`config.mk`:
```
export PLATFORM = sky130hd
export DESIGN_NAME = mc_controller_flat
export DESIGN_NICKNAME = d
export VERILOG_FILES = /design/src/rtl/mc_controller_if.sv /design/src/rtl/mc_controller.sv /design/src/flat_wrapper.sv
export SDC_FILE = /design/constraint.sdc
export NUM_CORES = 1
export LEC_CHECK = 0
export ABC_AREA = 1
export CORE_ASPECT_RATIO = 0.7
export CORE_MARGIN = 1
export CORE_UTILIZATION = 45
export CTS_CLUSTER_SIZE = 30
export DETAILED_ROUTE_END_ITERATION = 12
export GPL_ROUTABILITY_DRIVEN = 0
export HOLD_SLACK_MARGIN = 0.03
export MAX_ROUTING_LAYER = met4
export PLACE_DENSITY = 0.85
export REMOVE_ABC_BUFFERS = 1
export SETUP_SLACK_MARGIN = 0.1
export SLEW_MARGIN = 15
export SYNTH_ARGS = -nofsm -noshare
export SYNTH_HDL_FRONTEND = slang
export SYNTH_SLANG_ARGS = --single-unit
```
`constraint.sdc`:
```
create_clock -name clk -period 1.8 [get_ports clk]
set_clock_uncertainty 0.2 [all_clocks]
set_input_delay 0.45 -clock clk [delete_from_list [all_inputs] [get_ports clk]]
set_output_delay 0.45 -clock clk [all_outputs]
set_load 0.01 [all_outputs]
```
`src/rtl/mc_controller_if.sv`:
```
// Controller <-> datapath signal bundle: IR fields and ALU flag in, control strobes and state out.
// master = controller side, slave = datapath side.
interface mc_controller_if;
    logic [5:0]  OP;
    logic [5:0]  func;
    logic        zero;
    logic [2:0]  state;
    logic        PCWE;
    logic        IRWE;
    logic [1:0]  npcSel;
    logic        regWE;
    logic        memRE;
    logic        memWE;
    logic [1:0]  regDst;
    logic [1:0]  regStr;
    logic        ALUSrc;
    logic [1:0]  ALUOp;
    logic [1:0]  EXTOp;
    logic        illegal;
    logic [15:0] instr_cnt;

    modport master (
        input  OP, func, zero,
        output state, PCWE, IRWE, npcSel, regWE, memRE, memWE,
               regDst, regStr, ALUSrc, ALUOp, EXTOp, illegal, instr_cnt
    );

    modport slave (
        output OP, func, zero,
        input  state, PCWE, IRWE, npcSel, regWE, memRE, memWE,
               regDst, regStr, ALUSrc, ALUOp, EXTOp, illegal, instr_cnt
    );
endinterface

```
`src/rtl/mc_controller.sv`:
```
// Multi-cycle MIPS-subset control FSM; FETCH-to-FETCH is 2 (jumps/illegal), 3 (beq), 4, or 5 (lw) cycles.
// Controls are combinational from the state register; there is no backpressure, and write strobes are gated by reset.
module mc_controller (
    input  logic               clk,
    input  logic               reset,
    mc_controller_if.master    bus
);

    localparam logic [2:0] S_FETCH  = 3'd0;
    localparam logic [2:0] S_DECODE = 3'd1;
    localparam logic [2:0] S_EXEC   = 3'd2;
    localparam logic [2:0] S_MEM    = 3'd3;
    localparam logic [2:0] S_WB     = 3'd4;

    logic [2:0]  state_q, state_d;
    logic [15:0] cnt_q, cnt_d;

    logic r_type, is_addu, is_subu, is_jr, is_ori, is_lw, is_sw;
    logic is_beq, is_lui, is_j, is_jal, is_illegal;

    assign r_type     = (bus.OP == 6'b000000);
    assign is_addu    = r_type && (bus.func == 6'b100001);
    assign is_subu    = r_type && (bus.func == 6'b100011);
    assign is_jr      = r_type && (bus.func == 6'b001000);
    assign is_ori     = (bus.OP == 6'b001101);
    assign is_lw      = (bus.OP == 6'b100011);
    assign is_sw      = (bus.OP == 6'b101011);
    assign is_beq     = (bus.OP == 6'b000100);
    assign is_lui     = (bus.OP == 6'b001111);
    assign is_j       = (bus.OP == 6'b000010);
    assign is_jal     = (bus.OP == 6'b000011);
    assign is_illegal = !(is_addu || is_subu || is_jr || is_ori || is_lw || is_sw ||
                          is_beq || is_lui || is_j || is_jal);

    logic       pcwe_c, irwe_c, regwe_c, memre_c, memwe_c, ill_c, alusrc_c;
    logic [1:0] npcsel_c, regdst_c, regstr_c, aluop_c, extop_c;

    always_comb begin
        state_d  = S_FETCH;
        pcwe_c   = 1'b0;
        irwe_c   = 1'b0;
        regwe_c  = 1'b0;
        memre_c  = 1'b0;
        memwe_c  = 1'b0;
        ill_c    = 1'b0;
        alusrc_c = 1'b0;
        npcsel_c = 2'b00;
        regdst_c = 2'b00;
        regstr_c = 2'b00;
        aluop_c  = 2'b00;
        extop_c  = 2'b00;
        case (state_q)
            S_DECODE: begin
                if (is_illegal) begin
                    ill_c = 1'b1;
                end else if (is_j) begin
                    pcwe_c   = 1'b1;
                    npcsel_c = 2'b10;
                end else if (is_jal) begin
                    pcwe_c   = 1'b1;
                    npcsel_c = 2'b10;
                    regwe_c  = 1'b1;
                    regdst_c = 2'b10;
                    regstr_c = 2'b10;
                end else if (is_jr) begin
                    pcwe_c   = 1'b1;
                    npcsel_c = 2'b11;
                end else begin
                    state_d = S_EXEC;
                end
            end
            S_EXEC: begin
                if (is_addu || is_subu) begin
                    aluop_c = is_subu ? 2'b01 : 2'b00;
                    state_d = S_WB;
                end else if (is_ori) begin
                    alusrc_c = 1'b1;
                    aluop_c  = 2'b10;
                    state_d  = S_WB;
                end else if (is_lui) begin
                    alusrc_c = 1'b1;
                    extop_c  = 2'b01;
                    state_d  = S_WB;
                end else if (is_lw || is_sw) begin
                    alusrc_c = 1'b1;
                    extop_c  = 2'b10;
                    state_d  = S_MEM;
                end else if (is_beq) begin
                    aluop_c  = 2'b01;
                    extop_c  = 2'b10;
                    npcsel_c = 2'b01;
                    pcwe_c   = bus.zero;
                end
            end
            S_MEM: begin
                // Address operands stay on the ALU while memory is accessed.
                alusrc_c = 1'b1;
                extop_c  = 2'b10;
                if (is_lw) begin
                    memre_c = 1'b1;
                    state_d = S_WB;
                end else begin
                    memwe_c = is_sw;
                end
            end
            S_WB: begin
                regwe_c = 1'b1;
                if (is_addu || is_subu) begin
                    regdst_c = 2'b01;
                end else if (is_lw) begin
                    regstr_c = 2'b01;
                end
            end
            default: begin
                // FETCH, and unused encodings 5-7 which recover through FETCH behaviour.
                irwe_c  = 1'b1;
                pcwe_c  = 1'b1;
                state_d = S_DECODE;
            end
        endcase
    end

    // Any transition back to FETCH retires the instruction unless it was undecodable.
    always_comb begin
        cnt_d = cnt_q;
        if ((state_d == S_FETCH) && !ill_c) begin
            cnt_d = cnt_q + 16'd1;
        end
    end

    always_ff @(posedge clk or negedge reset) begin
        if (!reset) begin
            state_q <= S_FETCH;
            cnt_q   <= 16'd0;
        end else begin
            state_q <= state_d;
            cnt_q   <= cnt_d;
        end
    end

    assign bus.state     = state_q;
    assign bus.instr_cnt = cnt_q;
    assign bus.PCWE      = pcwe_c  & reset;
    assign bus.IRWE      = irwe_c  & reset;
    assign bus.regWE     = regwe_c & reset;
    assign bus.memRE     = memre_c & reset;
    assign bus.memWE     = memwe_c & reset;
    assign bus.illegal   = ill_c   & reset;
    assign bus.npcSel    = npcsel_c;
    assign bus.regDst    = regdst_c;
    assign bus.regStr    = regstr_c;
    assign bus.ALUSrc    = alusrc_c;
    assign bus.ALUOp     = aluop_c;
    assign bus.EXTOp     = extop_c;

endmodule

```
`src/flat_wrapper.sv`:
```
// flat-port wrapper written by rule: the top's interface ports become plain ports
module mc_controller_flat 
  (clk, reset, bus_OP, bus_func, bus_zero, bus_state, bus_PCWE, bus_IRWE, bus_npcSel, bus_regWE, bus_memRE, bus_memWE, bus_regDst, bus_regStr, bus_ALUSrc, bus_ALUOp, bus_EXTOp, bus_illegal, bus_instr_cnt);
  mc_controller_if bus_i ();
  input  logic clk;
  input  logic reset;
  input wire logic [$bits(bus_i.OP)-1:0] bus_OP;
  input wire logic [$bits(bus_i.func)-1:0] bus_func;
  input wire logic [$bits(bus_i.zero)-1:0] bus_zero;
  output wire logic [$bits(bus_i.state)-1:0] bus_state;
  output wire logic [$bits(bus_i.PCWE)-1:0] bus_PCWE;
  output wire logic [$bits(bus_i.IRWE)-1:0] bus_IRWE;
  output wire logic [$bits(bus_i.npcSel)-1:0] bus_npcSel;
  output wire logic [$bits(bus_i.regWE)-1:0] bus_regWE;
  output wire logic [$bits(bus_i.memRE)-1:0] bus_memRE;
  output wire logic [$bits(bus_i.memWE)-1:0] bus_memWE;
  output wire logic [$bits(bus_i.regDst)-1:0] bus_regDst;
  output wire logic [$bits(bus_i.regStr)-1:0] bus_regStr;
  output wire logic [$bits(bus_i.ALUSrc)-1:0] bus_ALUSrc;
  output wire logic [$bits(bus_i.ALUOp)-1:0] bus_ALUOp;
  output wire logic [$bits(bus_i.EXTOp)-1:0] bus_EXTOp;
  output wire logic [$bits(bus_i.illegal)-1:0] bus_illegal;
  output wire logic [$bits(bus_i.instr_cnt)-1:0] bus_instr_cnt;
  assign bus_i.OP = bus_OP;
  assign bus_i.func = bus_func;
  assign bus_i.zero = bus_zero;
  assign bus_state = bus_i.state;
  assign bus_PCWE = bus_i.PCWE;
  assign bus_IRWE = bus_i.IRWE;
  assign bus_npcSel = bus_i.npcSel;
  assign bus_regWE = bus_i.regWE;
  assign bus_memRE = bus_i.memRE;
  assign bus_memWE = bus_i.memWE;
  assign bus_regDst = bus_i.regDst;
  assign bus_regStr = bus_i.regStr;
  assign bus_ALUSrc = bus_i.ALUSrc;
  assign bus_ALUOp = bus_i.ALUOp;
  assign bus_EXTOp = bus_i.EXTOp;
  assign bus_illegal = bus_i.illegal;
  assign bus_instr_cnt = bus_i.instr_cnt;
  mc_controller u_core (.clk(clk), .reset(reset), .bus(bus_i));
endmodule
```
==> impl_metrics.yaml, run 1 <==
grt:
  grt_max_degree: 20
  grt_overflow_total: 89
  grt_usage_pct: 81.2
logic_synthesis:
  synth_top_family_by_area: "simple AND/OR/NAND/NOR gates"
  synth_seq_area_share_pct: 32.4
  synthMuxAreaShare_pct: 0
  synth_top_cell_by_area: "dfrtp_1"
  syn_area_sq_um: 1470
  synthXorXnorAreaFrac_pct: 7.75
  synth_fa_ha_area_share_pct: 0.852
  synth_top_area_share_pct: 32.4
  synth_area_leaders: "dfrtp_1, nand2_1, nand3_1"
  yosysWarnings: 0
  syn_avg_cell_area_sq_um: 6.74
  synth.distinct_cells: 27
  ys_ff_latch: 19
  synth_edf_count: 0
  synth_flop_cell: "dfrtp_1"
  synthCells: 218
  yosys.area_share.simple_pct: 47.4
  async_reset_ff_share_pct: 100
  synth_compound_area_share_pct: 3.24
status:
  error: "[ERROR GRT-0232] Routing congestion too high. Check the congestion heatmap in the GUI."
  status: "stopped before the end"
  haltStage: "global routing (5_1_grt)"
clocking:
  numCtsBuffers: 3
  clock-sinks: 19
  clock_path_buffers: 2
  cts_root_buf: "clkbuf_8"
  h-tree-depth: 1
  hold_buffers: 0
die:
  rows: 16
  pin_count: 51
  initial_core_util_pct: 49.9
  die_h_um: 49.8
  die_w_um: 70.3
timing:
  endpoint_type: "top-level output"
  grt-worst-endpoint: "bus_illegal"
place:
  placed_area_sq_um: 2210
  io_buffers: 50
  hpwl_um: 3500
## Yosys cell counts, types with 3 or more instances
library cell,count
dfrtp_1,19
nor2_1,32
inv_1,21
nand2_1,68
nand2_2,3
nand3_1,29
nand3_2,3
xnor2_1,8
buf_4,3
xor2_1,5
o21ai_0,4
nand2_4,3
## stage by stage
step	util (%)	std cells	setup WS, ps
4_1_cts	88.0	361	-337
3_5_place_dp	75.2	331	-1150
3_3_place_gp	75.2	331	-1020
2_1_floorplan	-	214	-335
## layer usage
metal / GRT overflow / track usage [%]
met1: 0 / 77.9
met2: 57 / 103
met3: 0 / 53.2
met4: 32 / 89.7
met5: - / -
## logic make-up after synthesis
group / count (synthesis)
AOI/OAI and AO/OA: 7
xor gates and xnor gates: 13
adders and majority gates: 1
buffers and inverters: 27
DFF: 19
and+or+nand+nor: 151
## what timing repair did
item	CTS
gates cloned	1
setup buffers	25
pin swaps	31
gates resized for setup	211
setup endpoints to repair	55
==> run 2, diff against run 1 <==
Settings changed: CORE_ASPECT_RATIO 0.7 to not set, CORE_UTILIZATION 45 to 32, CTS_CLUSTER_SIZE 30 to not set, HOLD_SLACK_MARGIN 0.03 to not set, MAX_ROUTING_LAYER met4 to not set, PLACE_DENSITY 0.85 to not set, PLACE_DENSITY_LB_ADDON set to 0.15, SETUP_SLACK_MARGIN 0.1 to not set.
==> impl_metrics.yaml, run 2 <==
status:
  status: "finished, violations left"
  violations: "negative setup slack"
grt:
  grt_first_pass_wirelength_um: 8220
  grt_max_degree: 20
  grt_usage_pct: 21.0
  grt_overflow_total: 0
  antenna_found_initial: 0
  grt_pass1_vias: 1795
critical_path:
  max_stage_delay_ps: 390
  endpoint_kind: "primary output"
  crit_chain: "inv_2 -> nand2_2 -> nor2_1 -> buf_4 -> nand2_2 -> nor2_4 -> buf_4 -> a21oi_2 -> nor2_1 -> buf_2"
  critPathKind: "reg -> out"
  worstPathMaxFanout: 4
  critical-path-slowest-cell: "dfrtp_1"
  start_kind: "flip-flop"
  crit_arrival_ps: 1510
  worstPathRequired_ps: 1150
logic_synthesis:
  yosysWarnings: 0
  synth_flop_cell: "dfrtp_1"
  synth_top_area_share_pct: 32.4
  synthCells: 218
  synth_top_cell_by_area: "dfrtp_1"
  syn_area_sq_um: 1470
  synth.distinct_cells: 27
  synth_area_leaders: "dfrtp_1, nand2_1, nand3_1"
  syn_avg_cell_area_sq_um: 6.74
  ys_ff_latch: 19
  synth_most_common_cell: "nand2_1"
  synth_edf_count: 0
  synth_seq_area_share_pct: 32.4
  async_reset_ff_share_pct: 100
  synth_common_cells: "nand2_1, nor2_1, nand3_1, inv_1, dfrtp_1"
clocking:
  clk_pin_slew_worst_paths_ps: 70
  h-tree-depth: 1
  cts_root_buf: "clkbuf_8"
  clkLatencyLatePin_ps: 260
  numCtsBuffers: 3
  hold_buffers: 0
  cts_tree: "built"
  clock_path_buffers: 2
  clock-sinks: 19
die:
  design.die.area_sq_um: 4870
  die_h_um: 69.8
  die_w_um: 69.8
  initial_core_util_pct: 33.5
  rows: 24
  fp.coreArea_sq_um: 4380
  pin_count: 51
worst_hold_path:
  holdCritPathClass: "in -> async"
place:
  placed_area_sq_um: 2290
  hpwl_um: 3150
  io_buffers: 50
timing:
  grt_setup_unrepaired: "yes"
  period_minus_slack_ps: 2160
  hold_violations: 0
  worstMarginPinSlew_ps: 252
  max_freq_mhz: 463
  finalSetupViolCount: 34
  relSlewSlack_pct: 83.2
  setup_ws_ps: -360
  setup_total_negative_slack_ps: -7050
  drv_slew: 0
  post-route-period-util_pct: 120
routing:
  drt_iter0_drc: 66
  ant_nets: 0
  post_drt_wl_per_cell_um: 12.9
  vias: 1867
  drc: 0
  routed_wl_um: 5010
  vias_per_cell: 4.79
  firstDrtPassIters: 4
layout:
  drive_gt1_share_pct: 47.0
  multiInputGateArea_sq_um: 1090
  area_growth_pct: 90.5
  final_area_sq_um: 2800
  seq_area_sq_um: 480
  fin_nets: 355
  largest_reg_flops: 16
  fillers: 393
  final_common_cell: "buf_4"
  insertedDiodeCount: 0
  final_cell_mix: "buf_4, nand2_1, nor2_1, nand3_1, buf_2"
pwr:
  power.leakage_nw: 1.56
  p_per_area_nw_per_um2: 846
  peakVddDrop_mv: 0.618
run:
  drv_cap: 0
run 2: repair_timing:
| item | CTS | global route |
|---|---|---|
| resized for setup | 198 | 20 |
| setup buffers | 28 | 3 |
| pin swaps | 38 | 7 |
| endpoints found under the setup margin | 53 | 38 |
| gates cloned | 2 | 0 |
run 2: cell families after synthesis:
group                      after synthesis  synth area share (%)
adders and majority gates                1                 0.852
and+or+nand+nor                        151                  47.4
AOI/OAI and AO/OA                        7                  3.24
buffers and inverters                   27                  8.35
DFF                                     19                  32.4
xor gates and xnor gates                13                  7.75
run 2: final timing paths:
path / startpoint / endpoint / slack, ps / cells after the start
max in group asynchronous: reset / u_core.bus.instr_cnt[2]$_DFFE_PN0P_ / 1060 / 2
min in group clk: u_core.bus.instr_cnt[15]$_DFFE_PN0P_ / u_core.bus.instr_cnt[15]$_DFFE_PN0P_ / 340 / 2
worst max register to register: u_core.bus.state[2]$_DFF_PN0_ / u_core.bus.instr_cnt[9]$_DFFE_PN0P_ / -200 / 14
worst max-delay path: u_core.bus.state[2]$_DFF_PN0_ / bus_regWE / -360 / 10
worst min-delay path: reset / u_core.bus.instr_cnt[14]$_DFFE_PN0P_ / 120 / 2
worst min register to register: u_core.bus.instr_cnt[15]$_DFFE_PN0P_ / u_core.bus.instr_cnt[15]$_DFFE_PN0P_ / 340 / 2
run 2: area by class of cell:
cell class / instances / area share, %
Timing Repair Buffer: 119 / 36.2
Sequential cell: 19 / 17.2
Inverter: 23 / 3.62
Multi-Input combinational cell: 173 / 39.1
Tap cell: 52 / 2.32
Clock inverter: 1 / 0.179
Clock buffer: 3 / 1.48
run 2: through the flow:
| step | hold WS [ps] | std cells | setup slack (ps) | power (mW) | util (%) |
|---|---|---|---|---|---|
| detailed placement | 320 | 355 | -1090 | 1.40 | 52.3 |
| finish | 120 | 390 | -360 | 2.37 | 63.8 |
| global placement | 302 | 355 | -1110 | 1.40 | 52.3 |
| floorplan | -45.6 | 214 | -335 | 0.946 | - |
| CTS | 130 | 389 | -341 | 2.33 | 62.3 |
| global route | 157 | 390 | -466 | 2.51 | 63.8 |
run 2: critical path, delay by kind of cell, from the launching register on:
family / cells / cell delay (ps)
AO/OA/AOI/OAI: 1 / 20
buffers and inverters: 4 / 450
flip-flops: 1 / 390
AND/OR/NAND/NOR: 5 / 390
run 2: layer usage:
| metal | global-route usage [%] | vias to the layer above | part of all wire (%) |
|---|---|---|---|
| li1 | - | 924 | - |
| met1 | 23.8 | 869 | 40 |
| met2 | 40.0 | 65 | 53 |
| met3 | 2.18 | 9 | 4.5 |
| met4 | 7.56 | 0 | 2.0 |
| met5 | 0 | - | 0 |
run 2: power breakdown:
part           switching, mW  total (mW)  internal, mW
logic                  0.693        1.53         0.834
registers             0.0515       0.537         0.485
clock network          0.149       0.303         0.154
Note: power is estimated with default switching activity, not from simulation.
